===== src/rtl/ps2_host_tx.sv =====
// PS/2 host-to-device command transmitter with an Avalon-MM data/status register pair.
// Drives the open-collector clock/data pads only through active-high pull-low enables.
module ps2_host_tx #(
    parameter int INHIBIT_CYCLES = 5000,
    parameter int TIMEOUT_CYCLES = 750000
) (
    input  logic       csi_clk,
    input  logic       csi_reset_n,
    input  logic       avs_s1_address,
    input  logic       avs_s1_read,
    output logic [7:0] avs_s1_readdata,
    input  logic       avs_s1_write,
    input  logic [7:0] avs_s1_writedata,
    output logic       ins_irq0_irq,
    input  logic       coe_kc_in,
    input  logic       coe_kd_in,
    output logic       coe_kc_oe,
    output logic       coe_kd_oe
);

    // state      | meaning
    // IDLE       | lines released, waiting for a data write
    // INHIBIT    | clock held low before the start bit
    // START      | clock and data both low for one cycle
    // SHIFT      | device clocks out data, parity, stop, ack
    // WAIT_IDLE  | waiting for device to release both lines
    typedef enum logic [2:0] {
        ST_IDLE, ST_INHIBIT, ST_START, ST_SHIFT, ST_WAIT_IDLE
    } state_t;

    localparam int CMAX = (TIMEOUT_CYCLES > INHIBIT_CYCLES) ? TIMEOUT_CYCLES : INHIBIT_CYCLES;
    localparam int CW   = $clog2(CMAX + 1);
    localparam logic [CW-1:0] INH_LOAD = CW'(INHIBIT_CYCLES - 1);
    localparam logic [CW-1:0] TO_LOAD  = CW'(TIMEOUT_CYCLES - 1);

    state_t          state_q, state_d;
    logic [CW-1:0]   cnt_q, cnt_d;
    logic [3:0]      bitn_q, bitn_d;
    logic [7:0]      tx_q, tx_d;
    logic            par_q, par_d;
    logic            kc_oe_q, kc_oe_d;
    logic            kd_oe_q, kd_oe_d;
    logic            done_q, done_d;
    logic            nack_q, nack_d;
    logic            tout_q, tout_d;
    logic            drop_q, drop_d;
    logic            irq_en_q, irq_en_d;
    logic [7:0]      rdata_q, rdata_d;
    logic [1:0]      kc_s_q, kd_s_q;
    logic            kc_prev_q;

    logic kc_sync, kd_sync, kfall, busy, wr_data, wr_ctrl;
    logic [7:0] status;

    assign kc_sync = kc_s_q[1];
    assign kd_sync = kd_s_q[1];
    assign kfall   = kc_prev_q & ~kc_sync;
    assign busy    = (state_q != ST_IDLE);
    assign wr_data = avs_s1_write & ~avs_s1_address;
    assign wr_ctrl = avs_s1_write &  avs_s1_address;
    assign status  = {irq_en_q, 2'b00, drop_q, tout_q, nack_q, done_q, busy};

    // Synchronizers reset to the released (high) line level so reset never fakes a kfall.
    always_ff @(posedge csi_clk or negedge csi_reset_n) begin
        if (!csi_reset_n) begin
            kc_s_q    <= 2'b11;
            kd_s_q    <= 2'b11;
            kc_prev_q <= 1'b1;
        end else begin
            kc_s_q    <= {kc_s_q[0], coe_kc_in};
            kd_s_q    <= {kd_s_q[0], coe_kd_in};
            kc_prev_q <= kc_sync;
        end
    end

    always_ff @(posedge csi_clk or negedge csi_reset_n) begin
        if (!csi_reset_n) begin
            state_q  <= ST_IDLE;
            cnt_q    <= '0;
            bitn_q   <= '0;
            tx_q     <= '0;
            par_q    <= 1'b0;
            kc_oe_q  <= 1'b0;
            kd_oe_q  <= 1'b0;
            done_q   <= 1'b0;
            nack_q   <= 1'b0;
            tout_q   <= 1'b0;
            drop_q   <= 1'b0;
            irq_en_q <= 1'b0;
            rdata_q  <= '0;
        end else begin
            state_q  <= state_d;
            cnt_q    <= cnt_d;
            bitn_q   <= bitn_d;
            tx_q     <= tx_d;
            par_q    <= par_d;
            kc_oe_q  <= kc_oe_d;
            kd_oe_q  <= kd_oe_d;
            done_q   <= done_d;
            nack_q   <= nack_d;
            tout_q   <= tout_d;
            drop_q   <= drop_d;
            irq_en_q <= irq_en_d;
            rdata_q  <= rdata_d;
        end
    end

    always_comb begin
        state_d  = state_q;
        cnt_d    = cnt_q;
        bitn_d   = bitn_q;
        tx_d     = tx_q;
        par_d    = par_q;
        kc_oe_d  = kc_oe_q;
        kd_oe_d  = kd_oe_q;
        done_d   = done_q;
        nack_d   = nack_q;
        tout_d   = tout_q;
        drop_d   = drop_q;
        irq_en_d = irq_en_q;
        rdata_d  = rdata_q;

        if (avs_s1_read)
            rdata_d = avs_s1_address ? status : tx_q;

        // W1C first so that any hardware set below takes priority in the same cycle.
        if (wr_ctrl) begin
            if (avs_s1_writedata[7]) irq_en_d = 1'b1;
            if (avs_s1_writedata[1]) done_d   = 1'b0;
            if (avs_s1_writedata[2]) nack_d   = 1'b0;
            if (avs_s1_writedata[3]) tout_d   = 1'b0;
            if (avs_s1_writedata[4]) drop_d   = 1'b0;
        end

        if (wr_data && busy)
            drop_d = 1'b1;

        case (state_q)
            ST_IDLE: begin
                if (wr_data) begin
                    tx_d    = avs_s1_writedata;
                    par_d   = ~^avs_s1_writedata;
                    done_d  = 1'b0;
                    nack_d  = 1'b0;
                    tout_d  = 1'b0;
                    kc_oe_d = 1'b1;
                    cnt_d   = INH_LOAD;
                    state_d = ST_INHIBIT;
                end
            end
            ST_INHIBIT: begin
                if (cnt_q == '0) begin
                    kd_oe_d = 1'b1;
                    state_d = ST_START;
                end else begin
                    cnt_d = cnt_q - 1'b1;
                end
            end
            ST_START: begin
                kc_oe_d = 1'b0;
                bitn_d  = '0;
                cnt_d   = TO_LOAD;
                state_d = ST_SHIFT;
            end
            ST_SHIFT: begin
                if (kfall) begin
                    cnt_d  = TO_LOAD;
                    bitn_d = bitn_q + 1'b1;
                    if (bitn_q < 4'd8) begin
                        kd_oe_d = ~tx_q[bitn_q[2:0]];
                    end else if (bitn_q == 4'd8) begin
                        kd_oe_d = ~par_q;
                    end else if (bitn_q == 4'd9) begin
                        kd_oe_d = 1'b0;
                    end else begin
                        nack_d  = kd_sync;
                        state_d = ST_WAIT_IDLE;
                    end
                end else if (cnt_q == '0) begin
                    kc_oe_d = 1'b0;
                    kd_oe_d = 1'b0;
                    tout_d  = 1'b1;
                    done_d  = 1'b1;
                    state_d = ST_IDLE;
                end else begin
                    cnt_d = cnt_q - 1'b1;
                end
            end
            ST_WAIT_IDLE: begin
                if (kc_sync && kd_sync) begin
                    done_d  = 1'b1;
                    state_d = ST_IDLE;
                end else if (cnt_q == '0) begin
                    kc_oe_d = 1'b0;
                    kd_oe_d = 1'b0;
                    tout_d  = 1'b1;
                    done_d  = 1'b1;
                    state_d = ST_IDLE;
                end else begin
                    cnt_d = cnt_q - 1'b1;
                end
            end
            default: state_d = ST_IDLE;
        endcase
    end

    assign avs_s1_readdata = rdata_q;
    assign ins_irq0_irq    = done_q & irq_en_q;
    assign coe_kc_oe       = kc_oe_q;
    assign coe_kd_oe       = kd_oe_q;

endmodule


===== config.mk =====
export PLATFORM = sky130hd
export DESIGN_NAME = ps2_host_tx
export DESIGN_NICKNAME = d
export VERILOG_FILES = /design/src/rtl/ps2_host_tx.sv
export SDC_FILE = /design/constraint.sdc
export NUM_CORES = 1
export LEC_CHECK = 0
export CAP_MARGIN = 10
export CELL_PAD_IN_SITES_DETAIL_PLACEMENT = 0
export CELL_PAD_IN_SITES_GLOBAL_PLACEMENT = 1
export CORE_MARGIN = 2
export CORE_UTILIZATION = 40
export DETAILED_ROUTE_END_ITERATION = 6
export PLACE_DENSITY = 0.86
export RECOVER_POWER = 100
export SETUP_SLACK_MARGIN = 0.5
export SYNTH_ARGS = -nofsm -noshare
export SYNTH_HDL_FRONTEND = slang
export SYNTH_SLANG_ARGS = --single-unit

===== constraint.sdc =====
create_clock -name csi_clk -period 2.25 [get_ports csi_clk]
set_input_delay 0.5625 -clock csi_clk [delete_from_list [all_inputs] [get_ports csi_clk]]
set_output_delay 0.5625 -clock csi_clk [all_outputs]
set_load 0.005 [all_outputs]

* Word level (Yosys, flattened, before mapping)
Index checks and enable logic that the tools add are counted.
** Cells by class
- Add/subtract/negate cells :: 2
- Magnitude comparators :: 2
- Equality and inequality tests :: 15
- Multiplexer cells :: 57
- Bitwise gates (word level) :: 8
- Reductions and logical operators :: 20
** Operator list (count)
- $pmux 20 s5 :: 1
- $mux 20 :: 4
- $mux 1 :: 34
- $mux 3 :: 8
- $logic_not 20->1 :: 1
- $sub 20x1->20 const B :: 1
- $pmux 3 s5 :: 1
- $ne 2x2->1 const B :: 5
- $ne 3x3->1 const B :: 3
- $pmux 1 s3 :: 3
- $eq 4x4->1 const B :: 2
- $mux 8 :: 1
- $pmux 4 s2 :: 1
- $reduce_and 2->1 :: 4
- $reduce_and 4->1 :: 2
- $reduce_xnor 8->1 :: 1
- $eq 3x2->1 const B :: 2
- $reduce_bool 2->1 :: 3
- $reduce_bool 3->1 :: 2
- $ne 5x5->1 const B :: 1
- $reduce_and 5->1 :: 1
- $reduce_bool 5->1 :: 1
- $add 4x1->4 const B :: 1
- $and 1x1->1 :: 4
- other kinds (13) :: 17
** Word-level totals
- Flip-flop bits (word level) :: 56
- Input bits :: 15
- Output and inout bits :: 11
- Word-level logic and storage cells :: 120

* Logic depth before layout (Yosys ltp)
- Depth after elaboration :: 7
- Gate-level depth with buffers :: 8
- Mapped depth without buffers :: 7

* Worst setup path before layout
OpenSTA, ideal clock, no wires.
- Path type :: flip-flop to flip-flop
- Start point :: register cnt_q[11]
- End point :: register cnt_q[13]
- Setup time :: 0.120 ns
- Arrival :: 2.231 ns
- Data required time :: 2.130 ns
- Path slack :: -0.101 ns
- Stages on the path, launching flop included :: 8
- Buffers on the path :: 2
- Period minus slack after synthesis :: 2.351 ns
- Cells stage by stage :: dfrtp_1 or4_1 buf_2 or4b_4 buf_6 and4b_4 o21a_1 o211a_1
** Between the ends
- Longest elaborated chain between the ends :: 4
- Elaborated cells between the ends (all ways) :: 6
- Those cells by class :: add/sub (1); mux (4); reduce/logical (1)
** RTL lines
- start, declared :: line 37 : logic [CW-1:0] cnt_q, cnt_d;
- start signal, assigned :: line 93 : cnt_q <= cnt_d;
- $sub 20x1->20 / $logic_not 20->1 (equally long branches)
- $mux 20 (*) :: line 152, 179, 193
- $mux 20, on equally long branches :: line 190, 166
- $pmux 20 s5 (*) :: line 138 : case (state_q)
Every way passes the cells marked *; elsewhere a longest branch is shown, timed or not. The select of a mux whose other input is x is not followed.
A chain may end at the register's enable or synchronous reset.

* Worst setup path after layout
- Start point :: register cnt_q[1]
- End point :: register cnt_q[13]
Same word-level chain as after synthesis.

==> metrics.txt <==
vertical die dimension between 90 and 100 um; non-filler instance count after layout just over 500; antenna viol nets, final 0; number of buffers created by CTS 5; Synth area leader sky130_fd_sc_hd__dfrtp_1; hold violation count in the final report 0; TritonCTS clock tree yes; kind of cell adding the most delay to the critical path simple AND/OR/NAND/NOR gates; critical path class flop to flop; Top Ports 26; Layout Nets roughly 430; Main synth FF type sky130_fd_sc_hd__dfrtp_1; setup slack after placement -10.7 ps; number of nets produced by synthesis 350; total length of routed met2 wires about 4.1 mm; Cell Count Post-Placement between 400 and 500; power density over the cells about 860 mW/mm^2; CTS sink count 56; number of slew-limit violations in the final report 0; Tmin final between 2000 and 2500 ps; Switch Pwr approximately 1400 uW; placer congestion estimate ~0.92; pin count of the biggest net entering global routing 22; first-pass GRT wire length between 10 and 15 mm; number of enable flip-flop cells after synthesis 0; overall die area roughly 0.0084 sq mm; maximum capacitance violations 0; most area-consuming cells after synthesis sky130_fd_sc_hd__dfrtp_1, sky130_fd_sc_hd__nand2_1, sky130_fd_sc_hd__a21oi_1, sky130_fd_sc_hd__dfstp_2, sky130_fd_sc_hd__o21ai_0; Synth cell types between 60 and 70; CTS Root Cell sky130_fd_sc_hd__clkbuf_8; uppermost signal routing layer after detailed routing met4; Placed Instance Area around 0.0037 sq mm; power share of the sequential group 0.391; combined area of all synthesized cells 0.00308 sq mm; Comb power frac 0.446; fraction of registers with async set/reset 1.00; standard cell core area about 0.0074 sq mm; Antenna Diode Count 0; estimated wirelength of the detail-placed design between 5 and 6 mm; total of endpoints with negative setup slack in the final report 0; Metal-1 WL approximately 4 mm; iteration-0 DRC count of the detailed router 179; highest clock frequency the design can meet between 0.4 and 0.5 GHz; Tcrit/Tclk final 0.994; final hold slack around 360 ps; Routed wire per std cell around 17 um; H-Tree Level Count 2; portion of synthesized cell area occupied by the leading cell type 0.414; Tot Pwr around 3600 uW; fin worst setup slack 13.4 ps; element type at the critical path start flop; starting utilization of the core area 0.418; share of total power in the clock network 0.164; initial antenna violation count 0; via count of the first global-routing pass roughly 2.8k; total of warnings raised by yosys 0; # rows 31; Final Cell Area 0.00420 sq mm; Vias about 2.9k; Clock Skews between 7 and 8 ps; worst hold path type flop to flop; buffer levels on the longest clock path 2; number of buffer and inverter stages on the critical path 1; gate count after technology mapping 330; delay contributed by the slowest stage of the critical path 590 ps; data arrival time of the worst path 2440 ps; final wirelength around 8.5 mm; layout cells sized above 1 0.304; ordered cell list for the critical path inv_1 -> ha_1 -> or3b_4 -> or4b_4 -> and4b_4 -> o21a_1 -> o211a_1; sequential element share of the synthesized area 0.457; Sw Ratio 0.374; CP Data Required Time approximately 2500 ps; kind of end point of the critical path flop; Met3 Routed Length approximately 330 um; aggregate global-route resource usage 0.202; overall die width 91.8 um; Pre-antenna DRT Iters 4; highest-count cells in the layout ignoring fill and taps sky130_fd_sc_hd__dfrtp_1, sky130_fd_sc_hd__buf_4, sky130_fd_sc_hd__nand2_1; Post-CTS Hold Buffers 0; status completed; internal power consumption between 2000 and 2500 uW; clock latency reported for the late side of the worst-skew pair 310 ps; unrepaired setup endpoints after global routing yes; Clk pin slew, worst setup/hold paths 100 ps; Filler Cells Inserted between 600 and 700; remaining global-route overflow 0; Seq cells post-synth 56; worst slew margin relative to its limit 0.223; slowest library cell on the worst path sky130_fd_sc_hd__or4b_4; number of input and output port buffers inserted 25; Via density between 5 and 6; Pleak roughly 0.0019 uW; VDD IR-drop max between 0.0004 and 0.0005 V; synthesis-to-layout area growth 36.5%; remaining design rule violation count 0; Least-Margin Pin Slew 1170 ps; largest fanout on the critical path 5; average cell area after synthesis between 9 and 10 sq um
cell type report:
class,count,area (sq um),share of cell area
multi-input combinational,250,1810,0.430
sequential,56,1410,0.336
timing repair buffer,82,726,0.173
tap,99,124,0.0295
clock buffer,7,96.3,0.0229
inverter,10,37.5,0.00893
state kept, by name (all words and copies together), names as in the netlist, 2 cells and up:
name,cells
kc_s_q,2
cnt_q,20
bitn_q,4
kd_s_q,2
tx_q,8
avs_s1_readdata,8
state_q,3
stage by stage:
step	TNS, ps	util
2_1_floorplan	-153	-
3_3_place_gp	0	0.504
3_5_place_dp	-13.5	0.504
4_1_cts	0	0.533
5_1_grt	-368	0.570
6_report	0	0.570
synthesized netlist by cell type, types with 3 or more instances:
master	instances
sky130_fd_sc_hd__nand4_1	3
sky130_fd_sc_hd__nand2_1	43
sky130_fd_sc_hd__o21ai_0	22
sky130_fd_sc_hd__xor2_1	3
sky130_fd_sc_hd__nand2b_1	3
sky130_fd_sc_hd__nand3_1	11
sky130_fd_sc_hd__ha_1	5
sky130_fd_sc_hd__dfstp_2	5
sky130_fd_sc_hd__dfrtp_1	51
sky130_fd_sc_hd__or4_1	4
sky130_fd_sc_hd__mux2i_1	6
sky130_fd_sc_hd__nor4_1	6
sky130_fd_sc_hd__a31oi_1	7
sky130_fd_sc_hd__nor3_1	6
sky130_fd_sc_hd__nor2b_1	6
sky130_fd_sc_hd__a21o_1	4
sky130_fd_sc_hd__or3_1	4
sky130_fd_sc_hd__inv_1	10
sky130_fd_sc_hd__a21oi_1	27
sky130_fd_sc_hd__nand3b_1	4
sky130_fd_sc_hd__nor2_1	25
sky130_fd_sc_hd__and2_1	3
sky130_fd_sc_hd__clkbuf_1	12
sky130_fd_sc_hd__a311oi_1	3
sky130_fd_sc_hd__xnor2_1	7
sky130_fd_sc_hd__o21a_1	4
what timing repair did:
item,in CTS,in global routing
buffers inserted,5,12
pin swaps,16,17
gates resized for setup,25,46
endpoints found under the setup margin,31,50
cells by family (layout without fill, tap and decap cells):
kind of cell | count (synthesis) | count (layout) | share of synthesized area
fa+ha+maj | 5 | 5 | 0.0203
buf+inv | 24 | 99 | 0.0321
xor+xnor | 10 | 10 | 0.0284
simple gates | 134 | 134 | 0.234
flops | 56 | 56 | 0.457
mux | 10 | 10 | 0.0414
compound gates | 91 | 91 | 0.187
worst reg2reg max path, cell delays in order, from the launching register on:
cell                      delay (ps)
sky130_fd_sc_hd__dfrtp_1         380
sky130_fd_sc_hd__inv_1            80
sky130_fd_sc_hd__ha_1            130
sky130_fd_sc_hd__or3b_4          370
sky130_fd_sc_hd__or4b_4          590
sky130_fd_sc_hd__and4b_4         220
sky130_fd_sc_hd__o21a_1          160
sky130_fd_sc_hd__o211a_1         200
worst paths after layout:
path | from | end | slack, ps | cells past startpoint
max in group asynchronous | csi_reset_n | kc_s_q[1] | 840 | 2
min in group asynchronous | csi_reset_n | avs_s1_readdata[3] | 460 | 1
min | kd_s_q[0] | kd_s_q[1] | 360 | 0
min reg2reg | kd_s_q[0] | kd_s_q[1] | 360 | 0
max | cnt_q[1] | cnt_q[13] | 10 | 7
max reg2reg | cnt_q[1] | cnt_q[13] | 10 | 7
metal layers:
| metal | track usage | up-vias |
|---|---|---|
| met5 | 0 | - |
| met4 | 0.0498 | 0 |
| met3 | 0.0279 | 17 |
| met2 | 0.324 | 68 |
| met1 | 0.290 | 1428 |
| li1 | - | 1348 |
power groups by stage:
| stage | registers [uW] | clock network [uW] | logic (uW) |
|---|---|---|---|
| final | 1420 | 594 | 1620 |
| after global routing | 1450 | 647 | 1770 |
| after CTS | 1410 | 608 | 1450 |
| after detailed placement | 1430 | 0 | 1370 |
| after global placement | 1420 | 0 | 1350 |
| after floorplan | 1380 | 0 | 821 |
No activity file was read; power rests on OpenSTA's default activity.
